`src/rtl/hit_sched.sv`:
```
// hit_sched: collects hit-complete pulses from NCH channels and serves them round-robin on one event port.
// Latency: hit_done in cycle N -> pending at N+1 -> ev_vld at N+2; at most one event every 2 cycles.
// Backpressure: ev_vld holds the event until ev_rdy; a capture into an occupied slot is counted as a drop.
// Optional feature macro: HIT_SCHED_TS_EN (per-channel capture timestamps on ev_ts).
module hit_sched #(
   parameter int NCH = 4,
   parameter int CHW = 2
) (
   input  logic              clk_sys,
   input  logic              rst,
   input  logic [NCH-1:0]    hit_done,
   input  logic [16*NCH-1:0] hit_id,
   input  logic [NCH-1:0]    cfg_ch_en,
   input  logic              cfg_ts_clr,
   output logic              ev_vld,
   input  logic              ev_rdy,
   output logic [CHW-1:0]    ev_ch,
   output logic [15:0]       ev_id,
   output logic [31:0]       ev_ts,
   output logic [NCH-1:0]    stu_pend,
   output logic [15:0]       stu_drop,
   output logic [15:0]       stu_ev_cnt
);

   localparam logic [1:0] S_IDLE    = 2'd0;
   localparam logic [1:0] S_PRESENT = 2'd1;

   logic [1:0]     state;
   logic [CHW-1:0] rr_ptr;
   logic [NCH-1:0] pend;
   logic [15:0]    id_q [NCH];
   logic [NCH-1:0] cap;
   logic [NCH-1:0] load;
   logic [NCH-1:0] drop;
   logic           sel_vld;
   logic [CHW-1:0] sel_ch;
   logic [16:0]    drop_sum;

   // Channel index base+k, wrapped into 0..NCH-1 (NCH need not be a power of two).
   function automatic logic [CHW-1:0] rr_idx(input logic [CHW-1:0] base, input int k);
      int s;
      s = int'(base) + k;
      if (s >= NCH) s = s - NCH;
      return s[CHW-1:0];
   endfunction

   // Round-robin pick: first pending slot at or after rr_ptr.
   always_comb begin
      sel_vld = 1'b0;
      sel_ch  = '0;
      for (int k = 0; k < NCH; k++) begin
         if (!sel_vld && pend[rr_idx(rr_ptr, k)]) begin
            sel_vld = 1'b1;
            sel_ch  = rr_idx(rr_ptr, k);
         end
      end
   end

   // Per-channel capture/load/drop qualifiers and the saturating drop total.
   always_comb begin
      cap  = hit_done & cfg_ch_en;
      load = '0;
      if (state == S_IDLE && sel_vld) load[sel_ch] = 1'b1;
      // A slot being handed to the FSM this cycle frees up, so a coincident capture refills it instead of dropping.
      drop     = cap & pend & ~load;
      drop_sum = {1'b0, stu_drop};
      for (int i = 0; i < NCH; i++) drop_sum = drop_sum + {16'd0, drop[i]};
      if (drop_sum > 17'h0FFFF) drop_sum = 17'h0FFFF;
   end

   // Pending slots: fill on capture, refill on same-cycle load, clear when handed to the FSM.
   always_ff @(posedge clk_sys) begin
      if (rst) begin
         pend <= '0;
         for (int i = 0; i < NCH; i++) id_q[i] <= '0;
      end else begin
         for (int i = 0; i < NCH; i++) begin
            if (cap[i]) begin
               if (!pend[i] || load[i]) id_q[i] <= hit_id[16*i +: 16];
               pend[i] <= 1'b1;
            end else if (load[i]) begin
               pend[i] <= 1'b0;
            end
         end
      end
   end

   // Event presenter FSM: load one slot, hold it until accepted.
   always_ff @(posedge clk_sys) begin
      if (rst) begin
         state      <= S_IDLE;
         rr_ptr     <= '0;
         ev_vld     <= 1'b0;
         ev_ch      <= '0;
         ev_id      <= '0;
         stu_ev_cnt <= '0;
      end else begin
         case (state)
            S_IDLE: begin
               if (sel_vld) begin
                  ev_ch  <= sel_ch;
                  ev_id  <= id_q[sel_ch];
                  rr_ptr <= rr_idx(sel_ch, 1);
                  ev_vld <= 1'b1;
                  state  <= S_PRESENT;
               end
            end
            S_PRESENT: begin
               if (ev_rdy) begin
                  ev_vld     <= 1'b0;
                  stu_ev_cnt <= stu_ev_cnt + 16'd1;
                  state      <= S_IDLE;
               end
            end
            default: begin
               ev_vld <= 1'b0;
               state  <= S_IDLE;
            end
         endcase
      end
   end

   // Saturating dropped-event counter.
   always_ff @(posedge clk_sys) begin
      if (rst) stu_drop <= '0;
      else     stu_drop <= drop_sum[15:0];
   end

   assign stu_pend = pend;

`ifdef HIT_SCHED_TS_EN
   logic [31:0] ts_cnt;
   logic [31:0] ts_q [NCH];
   logic [31:0] ev_ts_q;

   // Free-running timestamp; a clear takes effect the following cycle.
   always_ff @(posedge clk_sys) begin
      if (rst)             ts_cnt <= '0;
      else if (cfg_ts_clr) ts_cnt <= '0;
      else                 ts_cnt <= ts_cnt + 32'd1;
   end

   // Timestamp shadow of the slot data, plus the presented timestamp.
   always_ff @(posedge clk_sys) begin
      if (rst) begin
         for (int i = 0; i < NCH; i++) ts_q[i] <= '0;
         ev_ts_q <= '0;
      end else begin
         for (int i = 0; i < NCH; i++) begin
            if (cap[i] && (!pend[i] || load[i])) ts_q[i] <= ts_cnt;
         end
         if (state == S_IDLE && sel_vld) ev_ts_q <= ts_q[sel_ch];
      end
   end

   assign ev_ts = ev_ts_q;
`else
   logic unused_ts_clr;
   assign unused_ts_clr = cfg_ts_clr;
   assign ev_ts = 32'h0;
`endif

endmodule

```
`config.mk`:
```
export PLATFORM = sky130hd
export DESIGN_NAME = hit_sched
export DESIGN_NICKNAME = d
export VERILOG_FILES = /design/src/rtl/hit_sched.sv
export SDC_FILE = /design/constraint.sdc
export NUM_CORES = 1
export LEC_CHECK = 0
export ABC_AREA = 1
export ABC_CLOCK_PERIOD_IN_PS = 9700
export CAP_MARGIN = 10
export CELL_PAD_IN_SITES_DETAIL_PLACEMENT = 1
export CELL_PAD_IN_SITES_GLOBAL_PLACEMENT = 2
export CORE_ASPECT_RATIO = 1.75
export CORE_MARGIN = 2
export CORE_UTILIZATION = 30
export DETAILED_ROUTE_END_ITERATION = 6
export PLACE_DENSITY_LB_ADDON = 0.1
export SLEW_MARGIN = 20
export SYNTH_ARGS = -nofsm -noshare
export SYNTH_HDL_FRONTEND = slang
export SYNTH_SLANG_ARGS = --single-unit
```
`constraint.sdc`:
```
create_clock -name clk_sys -period 9.7 [get_ports clk_sys]
set_clock_uncertainty 0.2 [all_clocks]
set_input_delay 1.455 -clock clk_sys [delete_from_list [all_inputs] [get_ports clk_sys]]
set_output_delay 1.455 -clock clk_sys [all_outputs]
set_load 0.05 [all_outputs]
```
Yosys cells after proc, flatten, opt, wreduce, memory -nomap -nowiden

Memories as Yosys holds them, arrays and structs flattened. A register that Yosys moved wholly into a read port is not among the register bits.
Index checks and enable logic that the tools add are counted.

Bits in registers: 43
RAM bits: 64
Bits of input ports: 76
Output and inout port bits: 87
Logic and storage cells: 133
Memories kept: 1

Memory list:

| memory | depth | bits a word | read ports | clocked after Yosys merged registers in | write ports | RTL line | text |
|---|---|---|---|---|---|---|---|
| id_q   | 4     | 16          | 1          | 1                                       | 4           | 31       | `logic [15:0] id_q [NCH];` |

Add/subtract/negate cells: 14
Magnitude comparators: 12
Equality and inequality tests: 3
Mux-type cells: 61
Bitwise logic cells: 8
Reductions and logical operators: 24

Operators with widths:

| operator                | count |
|---|---|
| $mux W16                | 5 |
| $add A17 B1 Y17         | 3 |
| $mux W1                 | 37 |
| $mux W2                 | 11 |
| $add A16 B1 Y17         | 1 |
| $gt A17 B16 Y1 const B  | 1 |
| $add A16 B1 Y16 const B | 1 |
| $lt A2 B3 Y1 const B    | 5 |
| $and A4 B4 Y4           | 3 |
| $ge A3 B3 Y1 const B    | 4 |
| $sub A2 B1 Y2 const B   | 5 |
| $bmux W1 S2             | 4 |
| $reduce_bool A2 Y1      | 4 |
| $logic_not A1 Y1        | 7 |
| $add A2 B1 Y3 const B   | 2 |
| $add A2 B2 Y3 const B   | 2 |
| $reduce_and A2 Y1       | 3 |
| $logic_and A1 B1 Y1     | 5 |
| $logic_or A1 B1 Y1      | 4 |
| $mux W4                 | 1 |
| $ne A2 B2 Y1 const B    | 2 |
| $not A4 Y4              | 1 |
| $or A1 B1 Y1            | 4 |
| $pmux W2 S2             | 1 |
| 6 further kinds         | 6 |

Longest topological paths before layout

Depth after elaboration: 27
Mapped depth: 26
Depth with buffers taken out: 25

Worst setup path before layout

OpenSTA, ideal clock, no wires.

Path type: reg-to-reg
From: register pend[3] (netlist: stu_pend[3])
To: register stu_drop[15]
Setup time: 70 ps
Arrival time: 4311 ps
Data required time: 9430 ps
Path slack: 5118 ps
Stages on the path, launching flop included: 23
Path buffers: 2
Period minus slack after synthesis: 4582 ps
Cells stage by stage: dfxtp_1 -> inv_1 -> nand2_1 -> nand3_1 -> nand2_2 -> a21oi_1 -> nand2_1 -> nand2_4 -> buf_2 -> ha_1 -> nand2_1 -> nand3_1 -> fa_1 -> fa_1 -> inv_1 -> fa_1 -> nand2_1 -> nor2_2 -> nand2_1 -> nor3_1 -> nand4_2 -> buf_2 -> a21oi_1

Longest elaborated chain between the ends: 25
Elaborated cells between the ends (all ways): 38
Those cells by class: add/sub: 4; order compare: 3; mux: 20; bitwise: 3; reduce/logical: 8

RTL lines:

| element                          | RTL line | text |
|---|---|---|
| start: declaration               | 30       | `logic [NCH-1:0] pend;` |
| start signal: assignment         | 74       | `pend <= '0;` |
| start signal: indexed assignment | 80       | `pend[i] <= 1'b1;` |
| start signal: indexed assignment | 82       | `pend[i] <= 1'b0;` |
| $bmux W1 S2                      | 52       | `if (!sel_vld && pend[rr_idx(rr_ptr, k)]) begin` |
| $mux W1 (implied by the code)    | 52       |  |
| $mux W1                          | 52       |  |
| $logic_not A1 Y1                 | 52       |  |
| $logic_and A1 B1 Y1              | 52       |  |
| $mux W1                          | 52       |  |
| $logic_not A1 Y1                 | 52       |  |
| $logic_and A1 B1 Y1              | 52       |  |
| [8 not listed]                   | n/a      |  |
| $mux W4                          | 63       | `if (state == S_IDLE && sel_vld) load[sel_ch] = 1'b1;` |
| $not A4 Y4                       | 65       | `drop = cap & pend & ~load;` |
| $and A4 B4 Y4 (*)                | 65       |  |
| $add A16 B1 Y17                  | 67       | `for (int i = 0; i < NCH; i++) drop_sum = drop_sum + {16'd0, drop[i]};` |
| $add A17 B1 Y17 (2 in series)    | 67       |  |
| $add A17 B1 Y17 (*)              | 67       |  |
| $gt A17 B16 Y1                   | 68       | `if (drop_sum > 17'h0FFFF) drop_sum = 17'h0FFFF;` |
| $mux W16 (*)                     | 68       |  |
| end signal: assignment           | 126      | `else stu_drop <= drop_sum[15:0];` |
| end: declaration                 | 21       | `output logic [15:0] stu_drop,` |

Every way passes the cells marked *; elsewhere a longest branch is shown, timed or not. The select of a mux whose other input is x is not followed.
A chain may end at the register's enable or synchronous reset.

Worst setup path after layout

From: register rr_ptr[0]
To: register stu_drop[12]

Longest elaborated chain between the ends: 27
Elaborated cells between the ends (all ways): 52
Those cells by class: add/sub: 11; order compare: 7; mux: 24; bitwise: 2; reduce/logical: 8

RTL lines:

| element                                                | RTL line | text |
|---|---|---|
| start: declaration                                     | 29       | `logic [CHW-1:0] rr_ptr;` |
| start signal: assignment                               | 103      | `rr_ptr <= rr_idx(sel_ch, 1);` |
| branches (longest 18 deep; another with $add A2 B1 Y3) | n/a      |  |
| $mux W4 (*)                                            | 63       |  |
| $not A4 Y4 (*)                                         | 65       |  |
| $and A4 B4 Y4 (*)                                      | 65       |  |
| $add A16 B1 Y17                                        | 67       |  |
| $add A17 B1 Y17 (2 in series)                          | 67       |  |
| $add A17 B1 Y17 (*)                                    | 67       |  |
| $gt A17 B16 Y1                                         | 68       |  |
| $mux W16 (*)                                           | 68       |  |

Mark *: on every way between the ends. The select of a mux whose other input is x is not followed.

==> out/metrics.csv <==
stage,metric,value,unit
placement,gp weighted congestion,0.803,
worst_setup_path,worst r2r src,rr_ptr[0],
clocking,# resized after CTS,0,
min_path,hold path startpoint,stu_ev_cnt[15],
drt,violation count after the first detailed-route iteration,193,
logic_synthesis,largest family of logic cells by synthesized area,simple AND/OR/NAND/NOR gates,
clocking,Max Root-Sink Buffers,2,
sta,setup TNS,0,ps
placement,Placement Setup Slack,3630,ps
floorplan,die area,22300,µm²
power,leak pwr,0.00369,µW
clocking,Sink Count,121,
finish,final-stage net count,981,
grt,GRT Util Overall,16.4,%
sta,final-report setup violation count,0,
finish,Area growth syn-to-layout,29.8,%
drt,WL final,17.8,mm
floorplan,initial core utilization,30.4,%
sta,fmax,166,MHz
logic_synthesis,Seq cells post-synth,121,
clocking,post-cts hold buffer count,0,
sta,RSZ-0062 raised after global routing,false,
drt,DR vias,5214,
power,VDD IR-drop max,126,µV
sta,fin. max-slew vios,0,
worst_setup_path,critical path arrival,6190,ps
min_path,Hold Path Sink,stu_ev_cnt[15],
grt,gr ovfl total,0,
logic_synthesis,Post-synth EDFFs,64,
floorplan,DIE WIDTH,114,µm
clocking,cts bufs inserted,17,
drt,router iterations before antenna repair,6,
worst_setup_path,Worst Path Required,9860,ps
logic_synthesis,adder-cell share of the synthesized area,2.13,%
worst_setup_path,worst reg2reg setup slack,3670,ps
sta,Setup WS post-layout,3670,ps
clocking,setup bufs post-CTS,0,
floorplan,height of the chip,196,µm
logic_synthesis,Yosys cell types,40,
sta,minimum clock period after layout,6030,ps
finish,layout cells sized above 1,8.80,%
power,PwrDens,261,nW/µm²
logic_synthesis,post-synthesis instance total,772,
floorplan,# IOs,163,
logic_synthesis,Post-Synth XOR/XNOR Area,2.08,%
clocking,H-tree levels,4,
sta,worst slew pin tran,1000,ps
logic_synthesis,sequential-to-total area share from yosys stat,48.4,%
sta,post-route clock period utilization,62.2,%
grt,vias in the first global route,5476,
grt,initial antenna violation count,0,
clocking,CTS tree,done,
sta,final hold viol count,0,
logic_synthesis,Synth Flop Type,edfxtp_1,
drt,WL/cell,15.4,µm
placement,post-detail-place hpwl,13.3,mm
clocking,latest clock arrival within the worst-skew pair,410,ps
min_path,hold depth,2,
status,status,finished clean,
placement,I/O Buffers,129,
sta,relative slew slack,32.9,%
clocking,clock root cell,clkbuf_16,
worst_setup_path,"Max FO, Critical Path",42,
clocking,clock slew at reported path FFs,70,ps
drt,vias per inst,4.49,
logic_synthesis,Synth Area per Inst,8.20,µm²
worst_setup_path,Worst Setup Path Type,flip-flop to flip-flop,
grt,first-pass GRT wire length,28.0,mm
floorplan,Rows,70,
floorplan,Core Footprint,20800,µm²
logic_synthesis,post-synthesis compound-gate area fraction,5.02,%
worst_setup_path,startpoint types,flip-flop,
min_path,Hold Path Class,flip-flop to flip-flop,
flow_run,max cap viols,0,
grt,pin count of the biggest net entering global routing,43,
finish,Antenna Cells,0,
worst_setup_path,critical path capture point type,flip-flop,
logic_synthesis,post-synthesis async set-or-reset flop share,0,%
logic_synthesis,simple-gate area share of the yosys netlist,26.6,%
logic_synthesis,post-synthesis mux area share,0,%
worst_setup_path,worst r2r path cells,22,
worst_setup_path,reg-to-reg endpoint,stu_drop[12],
logic_synthesis,"Cell Area, Synth",6330,µm²
drt,post-route ant nets,0,
logic_synthesis,Yosys warnings,0,
drt,DRC,0,
finish,Final Core Density,39.4,%
per-layer routing:
layer | vias to the layer above | wire, µm | global-route usage [%]
li1 | 2586 | - | -
met1 | 2479 | 6850 | 17.1
met2 | 123 | 9880 | 32.0
met3 | 26 | 602 | 2.35
met4 | 0 | 497 | 6.82
met5 | - | 0 | 0
worst max-delay path: stages, from the launching register on:
cell and delay (ps):
dfxtp_1 620, inv_2 170, nand2_1 140, nand3_1 120, nand2_2 130, a21oi_1 50
nand2_1 700, nand2_4 480, ha_1 370, nand2_1 100, nand3_1 130, fa_1 480
fa_1 430, inv_1 100, fa_1 230, nand2_1 110, nor2_2 190, nand2_1 70
nor3_1 350, nand4_2 480, nand2_1 190, nand2_1 60, inv_1 60
stage by stage:
stage	hold slack, ps	cells	instance area (µm²)	power (µW)
floorplan	247	803	6450	1330
global placement	251	1129	7650	1540
detailed placement	286	1129	7650	1550
CTS	297	1161	8220	2180
global route	313	1161	8220	2290
finish	297	1161	8220	2140
state kept, by name (all words and copies together) (netlist names):
| signal | count |
|---|---|
| id_q | 64 |
| ev_id | 16 |
| stu_drop | 16 |
| stu_ev_cnt | 16 |
| stu_pend | 4 |
| ev_ch | 2 |
| rr_ptr | 2 |
| ev_vld | 1 |
Yosys cell counts (2+ instances only):
master / n / share of area (%)
o21a_1: 2 / 0.24
nor3_1: 6 / 0.47
nor3b_1: 2 / 0.24
buf_4: 36 / 4.3
xor2_1: 11 / 1.5
nand3b_1: 11 / 1.3
clkbuf_1: 4 / 0.24
dfxtp_1: 57 / 18
nand3_2: 9 / 1.4
a21oi_1: 39 / 3.1
inv_1: 148 / 8.8
nor2_4: 3 / 0.53
nand2_4: 3 / 0.53
xnor2_1: 4 / 0.55
nor2_1: 100 / 5.9
buf_6: 8 / 1.4
fa_1: 3 / 0.95
nand4_1: 4 / 0.40
inv_2: 4 / 0.24
edfxtp_1: 64 / 30
nand2_1: 123 / 7.3
buf_2: 7 / 0.55
nor2_2: 12 / 1.2
o21ai_1: 5 / 0.40
nand2_2: 12 / 1.2
nand3_1: 65 / 5.1
ha_1: 6 / 1.2
o21ai_0: 12 / 0.95
area by class of cell:
type	count	area [µm²]
Inverter	154	581
Multi-Input combinational cell	472	2390
Timing Repair Buffer	130	1300
Tap cell	252	315
Clock buffer	18	429
Sequential cell	121	3060
Fill cell	2517	12600
Clock inverter	14	141
placed cells by master, fill, tap and decap left out, drive strengths merged:
master	netlist	final
inv	153	158
nand2	138	138
clkdlybuf4s50	0	129
nor2	115	115
nand3	75	75
edfxtp	64	64
dfxtp	57	57
a21oi	39	39
conb	1	32
clkbuf	4	18
o21ai	18	18
nand3b	12	12
xor2	11	11
nor3	6	6
ha	6	6
nand4	5	5
clkinv	1	5
xnor2	4	4
clkinvlp	0	4
fa	3	3
o21a	2	2
nor3b	2	2
and2	1	1
a31oi	1	1
and3	1	1
o211ai	1	1
bufinv	0	1
buf	52	1
power by group:
| part | total (µW) | leakage [µW] | switching (µW) | internal, µW |
|---|---|---|---|---|
| registers | 640 | 0.00114 | 37.4 | 602 |
| logic | 885 | 0.00227 | 629 | 256 |
| clock network | 620 | 0.000267 | 260 | 359 |
cells by family after synthesis:
group	count (synthesis)
buffers and inverters	210
AO/OA/AOI/OAI	61
adder cells (fa/ha/maj)	9
XOR/XNOR	15
AND/OR/NAND/NOR	355
other	1
flip-flops	121
worst max path at each step:
stage / slack [ps] / endpoint / from
after floorplan: 5120 / stu_drop[15] / stu_pend[3]
after global routing: 3030 / stu_drop[12] / rr_ptr[0]
after detailed placement: 3630 / stu_drop[12] / rr_ptr[0]
after global placement: 3670 / stu_drop[12] / rr_ptr[0]
final: 3670 / stu_drop[12] / rr_ptr[0]
after CTS: 3610 / stu_drop[12] / rr_ptr[0]
(Power assumes the default switching activity.)
